## src/rtl/decode_stage.sv

```systemverilog
// Decode stage: register file, operand read and one-entry output register.
// Optional macro DECODE_BYPASS_EN enables writeback-to-decode forwarding.
module decode_stage #(
    parameter int XLEN = 32,
    parameter int AW   = 5
) (
    input  logic            clk,
    input  logic            rst,
    input  logic            in_valid,
    output logic            in_ready,
    input  logic [31:0]     instr,
    input  logic [31:0]     pc,
    input  logic            flush,
    input  logic            wb_en,
    input  logic [AW-1:0]   wb_id,
    input  logic [XLEN-1:0] wb_data,
    output logic            out_valid,
    input  logic            out_ready,
    output logic [31:0]     out_instr,
    output logic [31:0]     out_pc,
    output logic [AW-1:0]   out_rd_id,
    output logic [XLEN-1:0] out_rs1_val,
    output logic [XLEN-1:0] out_rs2_val
);

    localparam int NREG = 2 ** AW;

    logic [XLEN-1:0] rf_q [NREG];
    logic [XLEN-1:0] rf_d [NREG];

    logic            out_valid_q, out_valid_d;
    logic [31:0]     out_instr_q, out_instr_d;
    logic [31:0]     out_pc_q, out_pc_d;
    logic [AW-1:0]   out_rd_id_q, out_rd_id_d;
    logic [XLEN-1:0] out_rs1_val_q, out_rs1_val_d;
    logic [XLEN-1:0] out_rs2_val_q, out_rs2_val_d;

    logic [AW-1:0]   rs1_id, rs2_id, rd_id;
    logic [AW-1:0]   hrs1_id, hrs2_id;
    logic            wb_hit;
    logic            stall;
    logic            accept;
    logic [XLEN-1:0] rs1_val, rs2_val;

    assign rs1_id  = instr[15 +: AW];
    assign rs2_id  = instr[20 +: AW];
    assign rd_id   = instr[7 +: AW];
    assign hrs1_id = out_instr_q[15 +: AW];
    assign hrs2_id = out_instr_q[20 +: AW];

    // x0 is hardwired, so a writeback to it is never a real write
    assign wb_hit = wb_en && (wb_id != '0);

    // Operand read, with optional forwarding of the same-cycle writeback
    always_comb begin
        rs1_val = (rs1_id == '0) ? '0 : rf_q[rs1_id];
        rs2_val = (rs2_id == '0) ? '0 : rf_q[rs2_id];
`ifdef DECODE_BYPASS_EN
        if (wb_hit && (wb_id == rs1_id)) begin
            rs1_val = wb_data;
        end
        if (wb_hit && (wb_id == rs2_id)) begin
            rs2_val = wb_data;
        end
`endif
    end

    // Without forwarding, hold off an instruction whose source is being written
    always_comb begin
`ifdef DECODE_BYPASS_EN
        stall = 1'b0;
`else
        stall = in_valid && wb_hit &&
                ((wb_id == rs1_id) || (wb_id == rs2_id));
`endif
    end

    assign in_ready = !flush && !stall && (!out_valid_q || out_ready);
    assign accept   = in_valid && in_ready;

    // Register file next state; entry 0 is never written
    always_comb begin
        for (int i = 0; i < NREG; i++) begin
            rf_d[i] = rf_q[i];
        end
        if (wb_hit) begin
            rf_d[wb_id] = wb_data;
        end
        rf_d[0] = '0;
    end

    // Output register: flush, then accept, then drain, then hold
    always_comb begin
        out_valid_d   = out_valid_q;
        out_instr_d   = out_instr_q;
        out_pc_d      = out_pc_q;
        out_rd_id_d   = out_rd_id_q;
        out_rs1_val_d = out_rs1_val_q;
        out_rs2_val_d = out_rs2_val_q;
        if (flush) begin
            out_valid_d = 1'b0;
        end else if (accept) begin
            out_valid_d   = 1'b1;
            out_instr_d   = instr;
            out_pc_d      = pc;
            out_rd_id_d   = rd_id;
            out_rs1_val_d = rs1_val;
            out_rs2_val_d = rs2_val;
        end else if (out_valid_q) begin
            if (out_ready) begin
                out_valid_d = 1'b0;
            end
            // keep held operands coherent with later writebacks
            if (wb_hit && (wb_id == hrs1_id)) begin
                out_rs1_val_d = wb_data;
            end
            if (wb_hit && (wb_id == hrs2_id)) begin
                out_rs2_val_d = wb_data;
            end
        end
    end

    // Register file storage
    always_ff @(posedge clk or negedge rst) begin
        if (!rst) begin
            for (int i = 0; i < NREG; i++) begin
                rf_q[i] <= '0;
            end
        end else begin
            for (int i = 0; i < NREG; i++) begin
                rf_q[i] <= rf_d[i];
            end
        end
    end

    // Output pipeline register
    always_ff @(posedge clk or negedge rst) begin
        if (!rst) begin
            out_valid_q   <= 1'b0;
            out_instr_q   <= '0;
            out_pc_q      <= '0;
            out_rd_id_q   <= '0;
            out_rs1_val_q <= '0;
            out_rs2_val_q <= '0;
        end else begin
            out_valid_q   <= out_valid_d;
            out_instr_q   <= out_instr_d;
            out_pc_q      <= out_pc_d;
            out_rd_id_q   <= out_rd_id_d;
            out_rs1_val_q <= out_rs1_val_d;
            out_rs2_val_q <= out_rs2_val_d;
        end
    end

    assign out_valid   = out_valid_q;
    assign out_instr   = out_instr_q;
    assign out_pc      = out_pc_q;
    assign out_rd_id   = out_rd_id_q;
    assign out_rs1_val = out_rs1_val_q;
    assign out_rs2_val = out_rs2_val_q;

endmodule

```

## config.mk

```make
export PLATFORM = sky130hd
export DESIGN_NAME = decode_stage
export DESIGN_NICKNAME = d
export VERILOG_FILES = /design/src/rtl/decode_stage.sv
export SDC_FILE = /design/constraint.sdc
export NUM_CORES = 2
export LEC_CHECK = 0
export CORE_ASPECT_RATIO = 0.8
export CORE_UTILIZATION = 58
export CTS_CLUSTER_SIZE = 16
export DETAILED_ROUTE_END_ITERATION = 7
export DONT_BUFFER_PORTS = 1
export PLACE_DENSITY = 0.87
export SYNTH_ARGS = -nofsm -noshare
export SYNTH_HDL_FRONTEND = slang
export SYNTH_SLANG_ARGS = --single-unit
```

## constraint.sdc

```tcl
create_clock -name clk -period 2.11 [get_ports clk]
set_clock_uncertainty 0.1 [all_clocks]
set_input_delay 0.211 -clock clk [delete_from_list [all_inputs] [get_ports clk]]
set_output_delay 0.211 -clock clk [all_outputs]
set_load 0.03 [all_outputs]
```

=== Yosys cells after proc, flatten, opt, wreduce, memory -nomap -nowiden ===
Cells that the tools add are included.

* Eq/ne operators: 4
* Divide/modulo/power cells: 0
* Multipliers: 0
* Reductions and logical operators: 23
* Magnitude comparators: 4
* Multiplexer cells: 21
* Shift-type cells: 0
* Bitwise logic cells: 4
* Add/sub/neg operators: 0

{| class="wikitable"
|+ Operators by type and width
! cell !! count
|-
| bitwise mux 1024 bit || 1
|-
| two-way mux 32 bit || 13
|-
| binary-select mux 32 bit (select 5 bit) || 2
|-
| demux 32 bit (select 5 bit) || 1
|-
| equality test 5 bit || 4
|-
| greater-or-equal comparator 6 bit (second input constant) || 3
|-
| inverter 5 -> 6 bit || 3
|-
| logical NOT 5 bit || 2
|-
| logical AND 1 bit || 9
|-
| < comparator 6 x 1 -> 1 bit (second input constant) || 1
|-
| AND reduction 3 bit || 2
|-
| nonzero test 2 bit || 3
|-
| nonzero test 5 bit || 1
|-
| two-way mux 1 bit || 4
|-
| logical NOT 1 bit || 3
|-
| logical OR 1 bit || 2
|-
| AND reduction 2 bit || 1
|-
| inverter 1 bit || 1
|}

* Memories: 0
* Bits in registers: 1126
* Output and inout bits: 135
* RAM bits: 0
* Logic and storage cells: 93
* Bits in latches: 0
* Memory bits (read-only): 0

=== Logic depth before layout (Yosys ltp) ===
* Depth after elaboration: 10
* Depth in mapped cells: 10

=== Least setup slack after synthesis ===
OpenSTA, ideal clock, no wires.

* Path kind: flip-flop to flip-flop
* Start: register out_valid_q, in the netlist out_valid
* End: register out_rs2_val_q[28], in the netlist out_rs2_val[28]
* Arrival: 1.870 ns
* Path slack: 0.061 ns
* Buffers on the path: 1
* Setup time: 0.080 ns
* Cell stages (with the launch flop): 7
* Path through: dfrtp_1 -> nor2b_1 -> o311ai_1 -> nor4_1 -> o21bai_1 -> clkbuf_1 -> a2bb2oi_1

* Cells in the longest elaborated chain, start to end: 6
* Elaborated cells on any way between the ends: 8

{| class="wikitable"
|+ RTL lines
! what !! RTL line !! text
|-
| start, declared || 31 || <nowiki>logic out_valid_q, out_valid_d;</nowiki>
|-
| start signal, assigned || 146 || <nowiki>out_valid_q <= out_valid_d;</nowiki>
|-
| logical NOT 1 bit || 78 || <nowiki>assign in_ready = !flush && !stall && (!out_valid_q || out_ready);</nowiki>
|-
| logical OR 1 bit || 78 ||
|-
| logical AND 1 bit || 78 ||
|-
| logical AND 1 bit || 79 || <nowiki>assign accept = in_valid && in_ready;</nowiki>
|-
| nonzero test 2 bit (no line) || n/a ||
|-
| AND reduction 3 bit (no line) || n/a ||
|-
| end signal, assigned || 151 || <nowiki>out_rs2_val_q <= out_rs2_val_d;</nowiki>
|-
| end, declared || 36 || <nowiki>logic [XLEN-1:0] out_rs2_val_q, out_rs2_val_d;</nowiki>
|}

Parallel ways exist; a longest one is shown, timed or not.
A chain may end at the register's enable or synchronous reset.

=== Final worst setup path ===
* Start: input instr[21]
* End: output in_ready

* Cells in the longest elaborated chain, start to end: 6

{| class="wikitable"
|+ RTL lines
! what !! RTL line !! text
|-
| start, declared || 11 || <nowiki>input logic [31:0] instr,</nowiki>
|-
| equality test 5 bit || 74 || <nowiki>((wb_id == rs1_id) || (wb_id == rs2_id));</nowiki>
|-
| logical OR 1 bit || 74 ||
|-
| logical AND 1 bit || 73 || <nowiki>stall = in_valid && wb_hit &&</nowiki>
|-
| logical NOT 1 bit || 78 ||
|-
| logical AND 1 bit (2 in a row) || 78 ||
|-
| end, declared || 10 || <nowiki>output logic in_ready,</nowiki>
|}

Every way passes these cells.

==> summary.md <==
| Metric | Value |
|---|---|
| Number of global-route vias before repair | 42.6k |
| Total CTS buffers | 111 |
| Remaining number of nets flagged by the antenna check after routing | 0 |
| Antenna violations before repair | 10 |
| Total congestion overflow after global routing | 0 |
| Top achievable clock speed | 374 MHz |
| Router iterations before antenna repair | 8 |
| Overall global routing resource usage | 0.366 |
| Clock latency on the worst-skew pair | 760 ps |
| Mean number of vias per cell | 7.38 |
| FP Rows | 103 |
| Status | complete, but fails checks |
| Worst relative slew slack | 0.0828 |
| Layout area overhead | 14.7% |
| Crit path time final | 2670 ps |
| Post-detailed-placement half-perimeter wirelength | 105 mm |
| Setup repair after global routing missed its margin | true |
| Root buffer cell | clkbuf_16 |
| Length in cells of the worst reg-to-reg path | 7 |
| Worst Slack Setup Final | -564 ps |
| Cell area after synthesis | 0.0587 sq mm |
| Post-route DRC | 1 |
| Ordered cell list for the critical path | xor2_1, nor2_1, a22oi_2, nor2_1, a21oi_4, buf_6 |
| Warnings, synthesis | 0 |
| Violations in the final reports | DRC, hold timing, setup timing |
| Die footprint | 0.102 sq mm |
| Worst Max-Slew Pin Slew | 1380 ps |
| Worst setup SP type | input pin |
| Final-layout worst hold slack | -928 ps |
| CP max FO | 202 |
| Initial Util | 0.590 |
| Required @ worst endpoint | 1800 ps |
| Wire length on met2 | 82.8 mm |
| Pleak | 0.0298 uW |
| Wire length of the first global-routing pass | 278 mm |
| TritonCTS clock tree | built |
| Share of layout cells above drive strength 1 | 0.410 |
| Fill cells | 6433 |
| Final Hold Violating Endpoints | 553 |
| Cell count after synthesis | 4366 |
| Synthesis-stage register bit count | 1121 |
| Topmost layer with routed signal wires | met5 |
| Length of routed wiring on met1 | 71.0 mm |
| Number of nets in the final layout | 4475 |
| CP dominant cell by count | nor2_1 |
| Slew Limit Fails | 0 |
| DRC marker count from the first detailed-route iteration | 6585 |
| Cell at the slowest stage of the critical path | xor2_1 |
| Wire length per cell after detailed routing | 33.6 um |
| Mean cell area of the mapped netlist | 13.4 sq um |
| Crit path DAT | 2360 ps |
| Hold Path Class | input pin to async pin |
| Fin crit share | 1.27 |
| Routed via count | 42.7k |
| Total I/O pin count | 242 |
| Share of synthesized flip-flops with an asynchronous set or reset | 1.00 |
| Routed wire length | 194 mm |
| IO Port Bufs | 0 |
| Critical path launch point | instr[21] |
| Worst voltage drop across the vdd grid | 0.000739 V |
| Sum of buffers and inverters on the critical path | 1 |
| Max Cap Violations | 0 |
| Final standard cell area without fillers | 0.0673 sq mm |
| Critical path class | input pin to output pin |
| Width of the chip | 358 um |
| Clock net sink count | 1121 |
| Final setup violating endpoints | 117 |
| # H-tree levels | 3 |
| Met3 layer wire length in the routed design | 28.3 mm |
| Kind of cell adding the most delay to the critical path | compound AO/OA/AOI/OAI gates |
| Dominant synthesized flop cell | dfrtp_1 |
| Pin count of the biggest net entering global routing | 1122 |
| Post-synthesis sequential area ratio | 0.478 |
| Delay of the slowest cell on the worst path | 430 ps |
| Die Height | 287 um |
| Post-synth net total | 4473 |
| Ratio of total power to cell area | 942 mW/mm^2 |
| Core box area | 0.0995 sq mm |
| Final RePlAce weighted congestion | 0.903 |
| Startpoint of the worst register-to-register path | out_instr[16] |
| Type of destination of the critical path | output pin |
| Post-detailed-placement cell area | 0.0609 sq mm |
| WP depth | 6 |
| Count of flip-flops with a built-in enable after synthesis | 0 |
| Maximum clock insertion buffer count | 3 |
| Yosys cell types | 65 |
| Clock transition at path regs | 60 ps |
-- power by group --
part	switching [uW]	internal, uW
Combinational	4980	6880
Sequential	4530	25700
Clock	9090	12200
Total	18600	44800
-- cells by family after synthesis --
group           count (synthesis)  synth area share
flops                        1121             0.478
mux                          1819             0.376
xor+xnor                       20           0.00298
buf+inv                       453            0.0343
compound gates                619            0.0798
simple gates                  334            0.0289
-- worst paths after layout --
check / end / slack (ps)
worst max-delay path: in_ready / -560
worst min-delay path: out_instr[0] / -930
worst max register to register: out_rs1_val[4] / -280
worst min register to register: rf_q[810] / 420
max in group asynchronous: rf_q[491] / 500
min in group clk: out_pc[28] / 20
-- what timing repair did --
| item | CTS | global route |
|---|---|---|
| resized for setup | 12 | 104 |
| gates cloned | 0 | 8 |
| hold endpoints to repair | 2242 | 554 |
| hold buffers | 152 | 1 |
| endpoints found under the setup margin | 38 | 71 |
| setup buffers | 2 | 5 |
| pin swaps | 0 | 27 |
-- metal layers --
layer  vias to the layer above  GRT usage
li1                      16600          -
met1                     22000      0.489
met2                      3233      0.517
met3                       774      0.139
met4                        12      0.195
met5                         -    0.00791
-- registers in the layout (all words and copies together) (netlist names) --
| name | count |
|---|---|
| out_rs2_val | 32 |
| out_instr | 32 |
| out_rs1_val | 32 |
| out_valid | 1 |
| rf_q | 992 |
| out_pc | 32 |
-- layout by cell type (no fill, tap or decap), drive strengths merged, types with 36 or more instances in the layout --
master | synthesis | routed
a21oi | 70 | 70
a221oi | 61 | 61
a22o | 61 | 61
a22oi | 160 | 160
buf | 215 | 194
clkbuf | 237 | 165
dfrtp | 1121 | 1121
dlygate4sd3 | 0 | 138
mux2 | 1119 | 1119
mux2i | 505 | 505
mux4 | 195 | 195
nand2 | 119 | 119
nand3 | 37 | 37
nand3b | 36 | 36
nor2 | 59 | 59
nor3 | 36 | 36
o21ai | 37 | 37
o22a | 61 | 61
-- layout make-up --
class	instances	area (sq um)	share of cell area
multi-input combinational	2792	29500	0.438
sequential	1121	28100	0.417
timing repair buffer	341	4250	0.0631
clock buffer	158	3240	0.0482
tap	1312	1640	0.0244
clock inverter	50	672	0.00998
antenna	4	10.0	0.000149
inverter	1	3.75	0.0000557
-- per-stage QoR --
step           TNS, ps   util  setup slack [ps]  total power, uW  cells
6_report        -15420  0.677              -564            63400   5779
5_1_grt          -6070  0.677              -241            65400   5778
4_1_cts           -169  0.669             -85.5            62200   5757
3_5_place_dp     -6820  0.612              -249            40300   5396
3_3_place_gp     -6170  0.612              -158            39500   5396
2_1_floorplan        0      -              60.5            37800   4366
-- cell usage after synthesis (61+ instances only) --
library cell / number / area, sq um
a221oi_1: 61 / 534
clkbuf_1: 237 / 890
a22o_1: 61 / 534
a22oi_1: 159 / 1190
mux2i_1: 505 / 5050
o22a_1: 61 / 534
dfrtp_1: 1121 / 28100
mux4_2: 188 / 4230
mux2_2: 1101 / 12400
buf_2: 130 / 651
nand2_1: 118 / 443
a21oi_1: 70 / 350
Power figures use the tool's default switching activity.
